$ cat config.mk
export PLATFORM = sky130hd
export DESIGN_NAME = matrix_gen_3x3_8bit
export DESIGN_NICKNAME = d
export VERILOG_FILES = /design/src/rtl/matrix_gen_3x3_8bit.sv
export SDC_FILE = /design/constraint.sdc
export NUM_CORES = 1
export LEC_CHECK = 0
export BUFFER_PORTS_ARGS = -buffer_cell sky130_fd_sc_hd__buf_2
export CAP_MARGIN = 20
export CORE_MARGIN = 2
export CORE_UTILIZATION = 40
export CTS_CLUSTER_SIZE = 28
export DETAILED_ROUTE_END_ITERATION = 8
export PLACE_DENSITY = 0.74
export SLEW_MARGIN = 20
export SYNTH_ARGS = -nofsm -noshare
export SYNTH_HDL_FRONTEND = slang
export SYNTH_SLANG_ARGS = --single-unit
$ cat constraint.sdc
create_clock -name clock -period 3.65 [get_ports clock]
set_input_delay 0.5475 -clock clock [delete_from_list [all_inputs] [get_ports clock]]
set_output_delay 0.5475 -clock clock [all_outputs]
set_load 0.005 [all_outputs]
$ cat src/rtl/matrix_gen_3x3_8bit.sv
// 3x3 neighbourhood generator for an 8-bit pixel stream fed by an external two-line buffer.
// Produces a zero-padded window two cycles after each pixel strobe, with matching delayed syncs.
module matrix_gen_3x3_8bit (
   input  logic       clock,
   input  logic       rst_n,
   input  logic       per_frame_vsync,
   input  logic       per_frame_href,
   input  logic       per_frame_clken,
   input  logic [7:0] per_img_y,
   output logic       line_href,
   output logic       line_clken,
   output logic [7:0] line_shiftin,
   input  logic [7:0] taps0x,
   input  logic [7:0] taps1x,
   output logic       post_frame_vsync,
   output logic       post_frame_href,
   output logic       post_frame_clken,
   output logic [7:0] m11,
   output logic [7:0] m12,
   output logic [7:0] m13,
   output logic [7:0] m21,
   output logic [7:0] m22,
   output logic [7:0] m23,
   output logic [7:0] m31,
   output logic [7:0] m32,
   output logic [7:0] m33,
   output logic       matrix_interior
);

   localparam logic [10:0] COL_MAX = 11'd2047;

   logic [7:0]  y_d1;
   logic        clken_d1;
   logic        href_d1;
   logic        vsync_d1;
   logic [10:0] col_cnt;
   logic [1:0]  line_cnt;

   logic        vsync_rise;
   logic        href_fall;
   logic        left_edge;
   logic [7:0]  top_new;
   logic [7:0]  mid_new;

   assign line_href    = per_frame_href;
   assign line_clken   = per_frame_clken;
   assign line_shiftin = per_img_y;

   assign vsync_rise = per_frame_vsync & ~vsync_d1;
   assign href_fall  = href_d1 & ~per_frame_href;
   assign left_edge  = (col_cnt == 11'd0);

   // Rows above the frame top are masked to zero; line_cnt is the pre-increment value.
   always_comb begin
      top_new = 8'h00;
      mid_new = 8'h00;
      if (line_cnt == 2'd2) top_new = taps1x;
      if (line_cnt != 2'd0) mid_new = taps0x;
   end

   always_ff @(posedge clock) begin
      if (!rst_n) begin
         y_d1             <= 8'h00;
         clken_d1         <= 1'b0;
         href_d1          <= 1'b0;
         vsync_d1         <= 1'b0;
         post_frame_vsync <= 1'b0;
         post_frame_href  <= 1'b0;
         post_frame_clken <= 1'b0;
         col_cnt          <= 11'd0;
         line_cnt         <= 2'd0;
         m11              <= 8'h00;
         m12              <= 8'h00;
         m13              <= 8'h00;
         m21              <= 8'h00;
         m22              <= 8'h00;
         m23              <= 8'h00;
         m31              <= 8'h00;
         m32              <= 8'h00;
         m33              <= 8'h00;
         matrix_interior  <= 1'b0;
      end else begin
         y_d1             <= per_img_y;
         clken_d1         <= per_frame_clken;
         href_d1          <= per_frame_href;
         vsync_d1         <= per_frame_vsync;
         post_frame_vsync <= vsync_d1;
         post_frame_href  <= href_d1;
         post_frame_clken <= clken_d1;

         if (!href_d1) col_cnt <= 11'd0;
         else if (clken_d1 && (col_cnt != COL_MAX)) col_cnt <= col_cnt + 11'd1;

         // A frame start overrides a coincident end-of-line increment.
         if (vsync_rise) line_cnt <= 2'd0;
         else if (href_fall && (line_cnt != 2'd2)) line_cnt <= line_cnt + 2'd1;

         if (clken_d1) begin
            m11 <= left_edge ? 8'h00 : m12;
            m12 <= left_edge ? 8'h00 : m13;
            m13 <= top_new;
            m21 <= left_edge ? 8'h00 : m22;
            m22 <= left_edge ? 8'h00 : m23;
            m23 <= mid_new;
            m31 <= left_edge ? 8'h00 : m32;
            m32 <= left_edge ? 8'h00 : m33;
            m33 <= y_d1;
         end

         matrix_interior <= clken_d1 && (line_cnt == 2'd2) && (col_cnt >= 11'd2);
      end
   end

endmodule
**Word level (Yosys, flattened, before mapping)**

Cells that the tools add are included.

- Bits of input ports: 29
- Flip-flop bits (word level): 100
- Word-level logic and storage cells: 46
- Output and inout bits: 86

- Bitwise operators: 5
- Multiplexer cells: 8
- Order comparisons: 1
- Add/sub/neg operators: 2
- Reductions and logical operators: 8
- Equal/unequal tests: 3

Operators by type and width:

| kind | count |
|---|---|
| 8-bit 2-to-1 mux | 8 |
| 11-bit by 1-bit adder with 11-bit output (second input constant) | 1 |
| 11-bit by 2-bit >= comparator with 1-bit output (second input constant) | 1 |
| 11-bit zero test | 1 |
| 11-bit != test (second input constant) | 1 |
| 1-bit logical AND | 4 |
| 1-bit inverter | 3 |
| 2-bit by 1-bit adder with 2-bit output (second input constant) | 1 |
| 1-bit bitwise AND | 2 |
| 2-bit equality test (second input constant) | 1 |
| 2-bit != test (second input constant) | 1 |
| 2-bit AND reduction | 1 |
| 2-bit nonzero test | 1 |
| 2-bit OR reduction | 1 |

**Depth between registers and ports, before layout**

- Word-level depth: 3
- Gate-level depth with buffers: 6
- Depth with buffers taken out: 6

**Worst setup path before layout**

Ideal clock, no wire load.

- Kind: register to register
- Start: reg col_cnt[1]
- End: reg col_cnt[9]
- Setup slack: 2.170 ns
- Cell stages (with the launch flop): 6
- Arrival time: 1.409 ns
- Library setup time: 0.071 ns
- Path buffers: 0
- Cell sequence: dfxtp_1 > ha_1 > nand2_1 > nor4_4 > or4_1 > a21oi_1

- Word-level cells in the longest chain between the ends: 2
- Elaborated cells on any way between the ends: 3
- Classes of those cells: add/sub (1); eq/ne (1); reduce/logical (1)

Ends and longest elaborated chain:

| item | line | text |
|---|---|---|
| start: declaration | 36 | `logic [10:0] col_cnt;` |
| start signal: assignment | 92 | `else if (clken_d1 && (col_cnt != COL_MAX)) col_cnt <= col_cnt + 11'd1;` |
| branches (longest 2 deep; another with 11-bit by 1-bit adder with 11-bit output) | - |  |

Parallel ways; which one is timed is not known.
A chain may end at the register's enable or synchronous reset.

**Worst setup path after layout**

- Start: reg col_cnt[6]
- End: reg m31[0]

- Word-level cells in the longest chain between the ends: 2

Ends and longest elaborated chain:

| item | line | text |
|---|---|---|
| 11-bit zero test | 51 | `assign left_edge = (col_cnt == 11'd0);` |
| 8-bit 2-to-1 mux | 105 | `m31 <= left_edge ? 8'h00 : m32;` |
| end signal: assignment | 105 |  |
| end: declaration | 24 | `output logic [7:0] m31,` |

Every way passes these cells.

==> flow_summary.yaml <==
status:
  status: "complete, no violations"
clock_tree:
  clkTransAtPathRegs_ns: 0.10
  cts_setup_buffers: 0
  cts_tree: "done"
  clock_sinks: 100
  clock_latency_ns: 0.36
  hold_buffers: 0
  clockRootBuffer: "clkbuf_8"
  cts_buffers: 9
  post_cts_resized: 0
  htreeDepth: 3
  clk_path_buf_depth: 2
sta:
  rsz0062_at_grt: "no"
  hold_viol: 0
  worst_pin_slew_ns: 1.086
  period_share_pct: 54.73
  fin_crit_ns: 1.997
  finalSetupViolations: 0
  slew_viol_final: 0
  relSlewSlack_pct: 27.45
  fmaxAchievable_mhz: 500.6
  finClkSkew_ns: 0.009854
  setup-tns-final_ns: 0
setup_path:
  worstSetupStartpointType: "flip-flop"
  rr_worst_depth: 4
  r2r_setup_slack_ns: 1.65
  crit_arrival_ns: 2.26
  crit_path_end: "m31[0]"
  r2r_start: "col_cnt[6]"
  critical_path_class: "reg -> reg"
  critPathRequiredTime_ns: 3.91
  timing.rr.end: "m31[0]"
  cp_max_fo: 29
  cp-startpoint: "col_cnt[6]"
  worstSetupEndpointType: "flip-flop"
synthesis:
  synthAdderAreaFrac_pct: 1.777
  synth_nets: 350
  yosysWarnings: 0
  synth_top_family_by_area: "compound AO/OA/AOI/OAI gates"
  syn_area_um2: 3520
  syn-mean-instance-area_um2: 11.14
  synthXorXnorAreaFrac_pct: 0.4977
  synth-compound-area-share_pct: 19.05
  yosysSeqAreaShare_pct: 56.88
  netlist_instances: 316
  synthMuxAreaShare_pct: 2.560
  ys_ff_latch: 100
  ys_types: 36
  synthSimpleGateAreaFrac_pct: 13.65
grt:
  first_global_vias: 2365
  grt_start_max_net_pins: 49
  grt_overflow: 0
  grt_pass1_wl_um: 12130
  antenna_found_initial: 0
  gr-usage-all-layers_pct: 15.80
floorplan:
  die_area_um2: 9566
  core_um2: 8636
  die_w_um: 97.81
  io_pins: 115
  die_h_um: 97.81
  start_util_pct: 40.76
  row_count: 34
layout:
  utilization_pct: 49.62
  fin_area_um2: 4285
  syn_to_final_growth_pct: 21.76
  nets: 450
  diodes: 0
  fin_cells: 528
  drive_gt1_share_pct: 33.10
  final_common_cell: "buf_2"
  final_cell_mix: "buf_2 (114), dfxtp_1 (100), a22o_1 (48)"
worst_hold_path:
  hp-class: "in -> reg"
detailed_routing:
  drtIter0Drc: 93
  wl_per_cell_um: 14.39
  drc: 0
  final_antenna_net_count: 0
  routed_wl_um: 7599
  vias_per_cell: 5.044
  num_vias: 2663
  firstDrtPassIters: 4
power_and_ir_drop:
  total_power_mw: 1.829
  cellLeakagePower_nw: 1.927
  ir_drop_v: 0.0001679
  power_density_nw_per_um2: 426.7
placed_design:
  portBuffers: 114
  dp_hpwl_um: 5348
  place.gp.congestion: 0.8925
  place_area_um2: 4111
  place_inst: 513
run:
  cap_violations: 0
## Yosys cell counts
cell type / instances / area share (%)
dfxtp_1: 100 / 57
a22o_1: 48 / 12
nor2b_1: 25 / 4.4
a22oi_1: 15 / 3.2
and2_1: 13 / 2.3
buf_4: 10 / 2.1
clkbuf_1: 10 / 1.1
nor2_1: 10 / 1.1
mux2i_1: 9 / 2.6
nand2_1: 9 / 0.96
inv_1: 8 / 0.85
a21oi_1: 7 / 1.0
ha_1: 5 / 1.8
nor3_1: 5 / 0.71
o21ai_0: 5 / 0.71
and3_1: 4 / 0.71
buf_2: 4 / 0.57
nand3_1: 3 / 0.43
or3_1: 3 / 0.53
a41oi_1: 2 / 0.50
buf_1: 2 / 0.21
buf_6: 2 / 0.64
nand3_2: 2 / 0.57
nand4_1: 2 / 0.36
xnor2_1: 2 / 0.50
clkinv_1: 1 / 0.11
nor3b_1: 1 / 0.21
nor4_1: 1 / 0.18
nor4_2: 1 / 0.36
nor4_4: 1 / 0.60
o211a_1: 1 / 0.28
o211ai_1: 1 / 0.21
o21a_1: 1 / 0.21
o31ai_1: 1 / 0.21
o41ai_4: 1 / 0.78
or4_1: 1 / 0.21
## through the flow
stage               setup slack (ns)  hold WS (ns)
floorplan                      2.170        0.4242
global placement               1.485        0.4384
detailed placement             1.422        0.4508
CTS                            1.646        0.3776
global route                   1.485        0.3774
finish                         1.653        0.3940
## cells by family (layout without fill, tap and decap cells)
| family | Yosys count | count (layout) |
|---|---|---|
| flops | 100 | 100 |
| simple gates | 81 | 81 |
| xor+xnor | 2 | 2 |
| compound gates | 82 | 82 |
| fa+ha+maj | 5 | 5 |
| mux | 9 | 9 |
| buf+inv | 37 | 141 |
## sequential cells by signal, indices dropped and copies added, names as in the netlist, 2 cells and up
| signal | flops |
|---|---|
| col_cnt | 11 |
| line_cnt | 2 |
| m11 | 8 |
| m12 | 8 |
| m13 | 8 |
| m21 | 8 |
| m22 | 8 |
| m23 | 8 |
| m31 | 8 |
| m32 | 8 |
| m33 | 8 |
| y_d1 | 8 |
## worst min-delay path by stage
| stage | startpoint | endpoint | slack, ns | cells past startpoint |
|---|---|---|---|---|
| after floorplan | vsync_d1 | post_frame_vsync | 0.42 | 1 |
| after global placement | vsync_d1 | post_frame_vsync | 0.44 | 1 |
| after detailed placement | vsync_d1 | post_frame_vsync | 0.45 | 1 |
| after CTS | per_img_y[4] | y_d1[4] | 0.38 | 2 |
| after global routing | per_img_y[4] | y_d1[4] | 0.38 | 2 |
| final | per_img_y[4] | y_d1[4] | 0.39 | 2 |
## power breakdown
group / internal [mW] / switching (mW) / total (mW)
clock: 0.251 / 0.391 / 0.641
sequential: 1.10 / 0.00543 / 1.11
combinational: 0.0358 / 0.0439 / 0.0798
## layer usage
layer  GRT usage [%]  share of wire [%]  wire (um)  up-vias
met3           3.937                6.4        484       11
met2           22.92                 44       3342       95
met5               0                  0          0        -
met1           22.15                 47       3605     1239
li1                -                  -          -     1318
met4           7.479                2.2        166        0
## critical path: stages, from the launching register on
cell	delay, ns
dfxtp_1	0.38
nor4_2	0.47
a41oi_4	0.40
buf_4	0.37
a22o_1	0.27
## final cells by class
type,instances,area (um^2)
Clock buffer,9,123.9
Sequential cell,100,2002
Tap cell,108,135.1
Inverter,9,33.78
Multi-Input combinational cell,179,1348
Fill cell,815,4350
Clock inverter,6,50.05
Timing Repair Buffer,117,593.1
Note: power is estimated with default switching activity, not from simulation.
